### src/rtl/io_stream_loader_pkg.sv
// Shared types and constants for the IO-pad stream loader.
// Contents: the loader state enum, the number of configuration beats and
// the slot index of each configuration field in the order the beats arrive.
package io_stream_loader_pkg;

    typedef enum logic [2:0] {
        CFG,
        INSTR,
        DATA,
        START,
        WAIT,
        UNLOAD
    } state_t;

    localparam int NUM_CFG = 5;

    // Configuration beat order on the input stream
    localparam int CFG_INSTR_MAX = 0;
    localparam int CFG_IN_MAX    = 1;
    localparam int CFG_IN_OFF    = 2;
    localparam int CFG_OUT_MAX   = 3;
    localparam int CFG_OUT_OFF   = 4;

endpackage

### src/rtl/stream_packer.sv
// Packs IN_W-bit beats into WORD_W-bit words, low chunk first.
// Ports:
//   clk, rst    - clock, synchronous active-high reset (drops any partial word)
//   beat_vld    - a beat is being consumed this cycle
//   beat_data   - the beat
//   last_beat   - combinational: this beat completes a word
//   word_vld    - registered one-cycle pulse the cycle after the last beat
//   word        - assembled word, valid while word_vld is high
module stream_packer #(
    parameter int IN_W   = 16,
    parameter int WORD_W = 32
) (
    input  logic              clk,
    input  logic              rst,
    input  logic              beat_vld,
    input  logic [IN_W-1:0]   beat_data,
    output logic              last_beat,
    output logic              word_vld,
    output logic [WORD_W-1:0] word
);

    localparam int BEATS = WORD_W / IN_W;
    localparam int CW    = (BEATS > 1) ? $clog2(BEATS) : 1;

    logic [CW-1:0]     cnt_q, cnt_d;
    logic [WORD_W-1:0] sh_q, sh_d, sh_next;
    logic              word_vld_q, word_vld_d;

    // New beats enter at the top so the first beat ends up in the low chunk.
    if (BEATS == 1) begin : g_one
        assign sh_next = beat_data;
    end else begin : g_multi
        assign sh_next = {beat_data, sh_q[WORD_W-1:IN_W]};
    end

    assign last_beat = beat_vld && (cnt_q == CW'(BEATS - 1));

    always_comb begin
        cnt_d      = cnt_q;
        sh_d       = sh_q;
        word_vld_d = last_beat;
        if (beat_vld) begin
            sh_d  = sh_next;
            cnt_d = last_beat ? '0 : cnt_q + 1'b1;
        end
    end

    always_ff @(posedge clk) begin
        if (rst) begin
            cnt_q      <= '0;
            sh_q       <= '0;
            word_vld_q <= 1'b0;
        end else begin
            cnt_q      <= cnt_d;
            sh_q       <= sh_d;
            word_vld_q <= word_vld_d;
        end
    end

    // The shift register already holds the complete word in the pulse cycle;
    // a following beat only changes it at the end of that cycle.
    assign word_vld = word_vld_q;
    assign word     = sh_q;

endmodule

### src/rtl/io_stream_loader.sv
// Pad-side loader/unloader between the IO stream and accelerator memories.
// Input stream: 5 config beats, then instruction words, then data words.
// Words are written to instruction / data memory, start is pulsed, and after
// done the output region is read back and serialised onto the output stream.
// Ports:
//   clk, rst                         - clock, synchronous active-high reset
//   in_data/in_vld/in_rdy            - IN_W-bit input stream
//   out_data/out_vld/out_rdy         - OUT_W-bit output stream
//   instr_wen/instr_wadr/instr_wdata - instruction memory write
//   mem_wen/mem_wadr/mem_wdata       - data memory write
//   mem_ren/mem_radr/mem_rdata       - data memory read (1-cycle latency)
//   start/done                       - accelerator handshake
module io_stream_loader
    import io_stream_loader_pkg::*;
#(
    parameter int IN_W    = 16,
    parameter int OUT_W   = 8,
    parameter int INSTR_W = 32,
    parameter int DATA_W  = 32,
    parameter int ADDR_W  = 16
) (
    input  logic               clk,
    input  logic               rst,
    input  logic [IN_W-1:0]    in_data,
    input  logic               in_vld,
    output logic               in_rdy,
    output logic [OUT_W-1:0]   out_data,
    output logic               out_vld,
    input  logic               out_rdy,
    output logic               instr_wen,
    output logic [ADDR_W-1:0]  instr_wadr,
    output logic [INSTR_W-1:0] instr_wdata,
    output logic               mem_wen,
    output logic [ADDR_W-1:0]  mem_wadr,
    output logic [DATA_W-1:0]  mem_wdata,
    output logic               mem_ren,
    output logic [ADDR_W-1:0]  mem_radr,
    input  logic [DATA_W-1:0]  mem_rdata,
    output logic               start,
    input  logic               done
);

    localparam int OBEATS = DATA_W / OUT_W;
    localparam int OCW    = (OBEATS > 1) ? $clog2(OBEATS) : 1;

    state_t                         state_q, state_d;
    logic [NUM_CFG-1:0][ADDR_W-1:0] cfg_q, cfg_d;
    logic [2:0]                     cfg_cnt_q, cfg_cnt_d;
    logic [ADDR_W:0]                idx_q, idx_d;
    logic [ADDR_W-1:0]              instr_wadr_q, instr_wadr_d;
    logic [ADDR_W-1:0]              mem_wadr_q, mem_wadr_d;
    logic [ADDR_W-1:0]              mem_radr_q, mem_radr_d;
    logic                           mem_ren_q, mem_ren_d;
    logic                           rd_vld_q;
    logic                           start_q, start_d;
    logic                           out_vld_q, out_vld_d;
    logic [DATA_W-1:0]              osh_q, osh_d;
    logic [OCW-1:0]                 obeat_q, obeat_d;
    logic                           instr_beat, data_beat, instr_last, data_last;

    assign in_rdy     = state_q inside {CFG, INSTR, DATA};
    assign instr_beat = in_vld && (state_q == INSTR);
    assign data_beat  = in_vld && (state_q == DATA);

    stream_packer #(.IN_W(IN_W), .WORD_W(INSTR_W)) u_instr_pack (
        .clk(clk), .rst(rst), .beat_vld(instr_beat), .beat_data(in_data),
        .last_beat(instr_last), .word_vld(instr_wen), .word(instr_wdata)
    );

    stream_packer #(.IN_W(IN_W), .WORD_W(DATA_W)) u_data_pack (
        .clk(clk), .rst(rst), .beat_vld(data_beat), .beat_data(in_data),
        .last_beat(data_last), .word_vld(mem_wen), .word(mem_wdata)
    );

    // State moves on the last *beat* of the last word, so the next stream
    // beat is already routed to the right packer while the write is still
    // pending; the write address is latched alongside the packer pulse.
    always_comb begin
        state_d      = state_q;
        cfg_d        = cfg_q;
        cfg_cnt_d    = cfg_cnt_q;
        idx_d        = idx_q;
        instr_wadr_d = instr_wadr_q;
        mem_wadr_d   = mem_wadr_q;
        mem_radr_d   = mem_radr_q;
        mem_ren_d    = 1'b0;
        start_d      = 1'b0;
        out_vld_d    = out_vld_q;
        osh_d        = osh_q;
        obeat_d      = obeat_q;
        unique case (state_q)
            CFG: if (in_vld) begin
                cfg_d[cfg_cnt_q] = in_data[ADDR_W-1:0];
                if (cfg_cnt_q == 3'(NUM_CFG - 1)) begin
                    cfg_cnt_d = '0;
                    idx_d     = '0;
                    state_d   = INSTR;
                end else begin
                    cfg_cnt_d = cfg_cnt_q + 3'd1;
                end
            end
            INSTR: if (instr_last) begin
                instr_wadr_d = idx_q[ADDR_W-1:0];
                if (idx_q == {1'b0, cfg_q[CFG_INSTR_MAX]}) begin
                    idx_d   = '0;
                    state_d = DATA;
                end else begin
                    idx_d = idx_q + 1'b1;
                end
            end
            DATA: if (data_last) begin
                mem_wadr_d = cfg_q[CFG_IN_OFF] + idx_q[ADDR_W-1:0];
                if (idx_q == {1'b0, cfg_q[CFG_IN_MAX]}) begin
                    idx_d   = '0;
                    state_d = START;
                end else begin
                    idx_d = idx_q + 1'b1;
                end
            end
            // START coincides with the final data write; start rises one
            // cycle later so the accelerator never sees a half-written memory.
            START: begin
                start_d = 1'b1;
                state_d = WAIT;
            end
            WAIT: if (done) begin
                state_d    = UNLOAD;
                idx_d      = '0;
                mem_ren_d  = 1'b1;
                mem_radr_d = cfg_q[CFG_OUT_OFF];
            end
            UNLOAD: begin
                if (rd_vld_q) begin
                    osh_d     = mem_rdata;
                    out_vld_d = 1'b1;
                    obeat_d   = '0;
                end else if (out_vld_q && out_rdy) begin
                    osh_d = osh_q >> OUT_W;
                    if (obeat_q == OCW'(OBEATS - 1)) begin
                        out_vld_d = 1'b0;
                        obeat_d   = '0;
                        if (idx_q == {1'b0, cfg_q[CFG_OUT_MAX]}) begin
                            idx_d   = '0;
                            state_d = CFG;
                        end else begin
                            idx_d      = idx_q + 1'b1;
                            mem_ren_d  = 1'b1;
                            mem_radr_d = cfg_q[CFG_OUT_OFF] + idx_q[ADDR_W-1:0] + ADDR_W'(1);
                        end
                    end else begin
                        obeat_d = obeat_q + 1'b1;
                    end
                end
            end
            default: state_d = CFG;
        endcase
    end

    always_ff @(posedge clk) begin
        if (rst) begin
            state_q      <= CFG;
            cfg_q        <= '0;
            cfg_cnt_q    <= '0;
            idx_q        <= '0;
            instr_wadr_q <= '0;
            mem_wadr_q   <= '0;
            mem_radr_q   <= '0;
            mem_ren_q    <= 1'b0;
            rd_vld_q     <= 1'b0;
            start_q      <= 1'b0;
            out_vld_q    <= 1'b0;
            osh_q        <= '0;
            obeat_q      <= '0;
        end else begin
            state_q      <= state_d;
            cfg_q        <= cfg_d;
            cfg_cnt_q    <= cfg_cnt_d;
            idx_q        <= idx_d;
            instr_wadr_q <= instr_wadr_d;
            mem_wadr_q   <= mem_wadr_d;
            mem_radr_q   <= mem_radr_d;
            mem_ren_q    <= mem_ren_d;
            rd_vld_q     <= mem_ren_q;   // read data is valid one cycle after the strobe
            start_q      <= start_d;
            out_vld_q    <= out_vld_d;
            osh_q        <= osh_d;
            obeat_q      <= obeat_d;
        end
    end

    assign instr_wadr = instr_wadr_q;
    assign mem_wadr   = mem_wadr_q;
    assign mem_radr   = mem_radr_q;
    assign mem_ren    = mem_ren_q;
    assign start      = start_q;
    assign out_vld    = out_vld_q;
    assign out_data   = osh_q[OUT_W-1:0];

endmodule
### config.mk
export PLATFORM = sky130hd
export DESIGN_NAME = io_stream_loader
export DESIGN_NICKNAME = d
export VERILOG_FILES = /design/src/rtl/io_stream_loader_pkg.sv /design/src/rtl/stream_packer.sv /design/src/rtl/io_stream_loader.sv
export SDC_FILE = /design/constraint.sdc
export NUM_CORES = 1
export LEC_CHECK = 0
export BUFFER_PORTS_ARGS = -buffer_cell sky130_fd_sc_hd__clkbuf_2
export CAP_MARGIN = 10
export CORE_MARGIN = 4
export CORE_UTILIZATION = 59
export CTS_CLUSTER_DIAMETER = 80
export DETAILED_ROUTE_END_ITERATION = 10
export GPL_TIMING_DRIVEN = 0
export PLACE_DENSITY = 0.93
export SETUP_SLACK_MARGIN = 0.5
export SYNTH_ARGS = -nofsm -noshare
export SYNTH_HDL_FRONTEND = slang
export SYNTH_SLANG_ARGS = --single-unit
### constraint.sdc
create_clock -name clk -period 8.5 [get_ports clk]
set_input_delay 1.7 -clock clk [delete_from_list [all_inputs] [get_ports clk]]
set_output_delay 1.7 -clock clk [all_outputs]
set_load 0.02 [all_outputs]
==> summary.log <==
qor: global_route.global_route.overflow_total 0
qor: worst_setup_path.worst_setup_path_end_kind primary output
qor: final_layout.utilization 71.2%
qor: yosys.synth_adder_area_share 4.00%
qor: timing.share_of_the_cycle_needed_by_the_critical_path_after_routing 41.6%
qor: clock_network.worst_setup_hold_path_clk_slew 0.06 ns
qor: floorplanning.number_of_top_level_design_ports 179
qor: route.drt_iter0_drc 1,007
qor: route.wirelength 34,700 um
qor: worst_setup_path.endpoint_of_the_worst_setup_timing_path in_rdy
qor: yosys.syn-num-nets 1,535
qor: yosys.synth.ff_latch_count 257
qor: placed_design.dp_hpwl 24,600 um
qor: clock_network.clock_tree.root_cell clkbuf_16
qor: yosys.synth-xor-area-share 6.33%
qor: yosys.synth_async_sr_flop_share 0%
qor: timing.maxSlewViolCount 0
qor: yosys.sequential_share_of_the_synthesized_area 44.3%
qor: clock_network.clock_path_buffers 3
qor: yosys.post_synth_mux_area_share 2.86%
qor: placed_design.gp_congestion 0.979
qor: yosys.synth_compound_area_share 16.8%
qor: clock_network.clk-insertion-delay-late 0.55 ns
qor: clock_network.numClockSinks 257
qor: route.ant_nets 0
qor: yosys.synth_simple_gate_area_share 21.3%
qor: yosys.synth.distinct_cells 60
qor: yosys.synthDominantCellAreaShare 44.3%
qor: final_layout.insertedDiodeCount 0
qor: timing.finalClockSkew 0.0245 ns
qor: route.met3_length 3840 um
qor: global_route.grt_pass1_wl 55,400 um
qor: final_layout.most_common_cell_after_layout_fill_and_taps_aside nand2_1
qor: final_layout.most-common-layout-cells nand2_1, dfxtp_1, a21oi_1
qor: clock_network.cts.repair.resized 0
qor: route.drc 0
qor: clock_network.cts_hold_buffers 0
qor: placed_design.place.port_buffers 177
qor: worst_setup_path.cp.arrival 1.83 ns
qor: yosys.number_of_flops_mapped_to_enable_cells_by_yosys 0
qor: global_route.number_of_global_route_vias_before_repair 11,073
qor: global_route.antenna_found_initial 0
qor: worst_setup_path.worstRegToRegCells 13
qor: route.routed-wl-met2 15,700 um
qor: route.wl_met1 13,300 um
qor: min_path.worst_hold_path_type register to register
qor: timing.finalHoldViolations 0
qor: clock_network.clock_tree_from_tritoncts done
qor: floorplanning.fp.dieH 148 um
qor: worst_setup_path.timing.critical_path.required 6.80 ns
qor: timing.period_needed 3.53 ns
qor: final_layout.flow.area_growth_from_synthesis 18.9%
qor: job.maxCapViolations 0
qor: route.route.detailed.wl_per_inst 17.9 um
qor: worst_setup_path.setup.reg_to_reg.worst_slack 5.20 ns
qor: floorplanning.core.rowCount 51
qor: worst_setup_path.critical_path.reg2reg.startpoint idx_q[0]
qor: final_layout.post_route_cells_drive_above_1_share 15.8%
qor: floorplanning.initial_core_util 59.9%
qor: yosys.synth_top_family_by_area simple AND/OR/NAND/NOR gates
qor: timing.fin_setup_tns 0 ns
qor: yosys.postSynthCellCount 1,446
qor: clock_network.tritoncts.num_buffers 27
qor: yosys.top_reg_cell_synth dfxtp_1
qor: floorplanning.core-area 19,400 um^2
qor: worst_setup_path.timing_worst_setup_path_type register to primary output
qor: yosys.yosysTopAreaCell dfxtp_1
qor: floorplanning.die_area 22,000 um^2
qor: yosys.yosysWarnings 0
qor: floorplanning.floorplan.die.width 148 um
qor: route.vias_per_cell 5.84
qor: power.reported_leakage_power 5.41 nW
qor: worst_setup_path.crit_path_launch state_q[0]
qor: final_layout.final_net_count 1,741
qor: power.cellPowerDensity 200 nW/um^2
qor: timing.tightest_slew 0.856 ns
qor: worst_setup_path.path_max_fanout 10
qor: clock_network.cts_setup_buffers 0
qor: yosys.synth.area.top_cells dfxtp_1, nand2_1, a21oi_1
qor: power.vdd_ir_drop_max 0.207 mV
qor: route.topRoutingLayerUsed met4
qor: timing.fmax 283 MHz
qor: route.num_vias 11,315
qor: clock_network.cts.htree.levels 1
qor: worst_setup_path.worstSetupStartpointType register
qor: timing.finalSetupViolCount 0
qor: route.drt_first_pass_iters 5
qor: timing.grt_setup_unrepaired no
qor: power.fin_total_pwr 2.76 mW
qor: status.run_status complete, no violations
qor: worst_setup_path.crit-reg2reg-capture mem_radr[14]
qor: yosys.post_synthesis_instance_area 11,600 um^2
qor: timing.slew_headroom 42.7%
qor: yosys.avgSynthCellArea 8.04 um^2
qor: global_route.grt.total_usage 30.8%
qor: global_route.maximum_number_of_pins_on_one_net_before_global_route_repair 15
[final cells by class]
cell class / instances / area (um^2)
clock buffer: 35 / 766
tap: 265 / 332
buffer: 105 / 480
timing repair buffer: 177 / 886
multi-input combinational: 1074 / 5960
sequential: 257 / 5140
inverter: 10 / 37.5
clock inverter: 15 / 211
fill: 1490 / 5580
[through the flow]
step / instance area [um^2] / hold slack (ns) / cells / setup WS [ns]
finish: 13800 / 0.452 / 1938 / 4.97
global route: 13800 / 0.477 / 1938 / 4.88
global placement: 12800 / 0.442 / 1888 / 4.85
floorplan: 11600 / 0.441 / 1446 / 5.23
CTS: 13800 / 0.457 / 1938 / 5.01
detailed placement: 12800 / 0.447 / 1888 / 4.78
[worst max-delay path: stages, from the launching register on]
cell,delay [ns]
dfxtp_1,0.32
buf_2,0.20
clkbuf_1,0.37
a21oi_1,0.21
clkbuf_2,0.20
[Yosys cell counts, types with 8 or more instances]
cell / count
clkbuf_1: 79
a21oi_1: 209
nand2_1: 386
ha_1: 34
inv_1: 10
xor2_1: 33
mux2i_1: 31
a211oi_1: 37
nor2_1: 105
a311oi_1: 10
and3_1: 13
nand4_1: 10
buf_2: 12
o21a_1: 8
nand2b_1: 8
nand3_1: 33
o21ai_0: 17
dfxtp_1: 257
nor3_1: 13
xnor2_1: 51
buf_4: 9
[registers in the layout, indices dropped and copies added, names as in the netlist]
register,flops
cfg_cnt_q,3
cfg_q,80
idx_q,17
instr_wadr,16
mem_radr,16
mem_ren,1
mem_wadr,16
obeat_q,2
osh_q,32
out_vld,1
rd_vld_q,1
start,1
state_q,3
u_data_pack.cnt_q,1
u_data_pack.word,32
u_data_pack.word_vld,1
u_instr_pack.cnt_q,1
u_instr_pack.word,32
u_instr_pack.word_vld,1
[logic make-up after synthesis]
family,count (synthesis)
fa+ha+maj,36
buf+inv,115
compound gates,324
mux,33
xor+xnor,84
simple gates,597
flops,257
[how the worst min path moves through the flow]
stage	from	endpoint	slack (ns)	depth (start not counted)
floorplan	cfg_q[32]	cfg_q[32]	0.44	2
global placement	u_data_pack.word[14]	u_data_pack.word[14]	0.44	2
detailed placement	u_data_pack.word[11]	u_data_pack.word[11]	0.45	2
CTS	mem_wadr[7]	mem_wadr[7]	0.46	2
global route	u_instr_pack.word[8]	u_instr_pack.word[8]	0.48	2
finish	mem_wadr[7]	mem_wadr[7]	0.45	2
[routing by layer]
layer / up-vias / track usage, %
met5: - / 0
met2: 654 / 50.9
met3: 162 / 7.04
met1: 5208 / 38.6
met4: 0 / 13.7
li1: 5291 / -
[power breakdown]
part | switching [mW] | internal, mW
Combinational | 0.152 | 0.0692
Sequential | 0.0199 | 1.23
Clock | 0.502 | 0.788
Power figures use the tool's default switching activity.
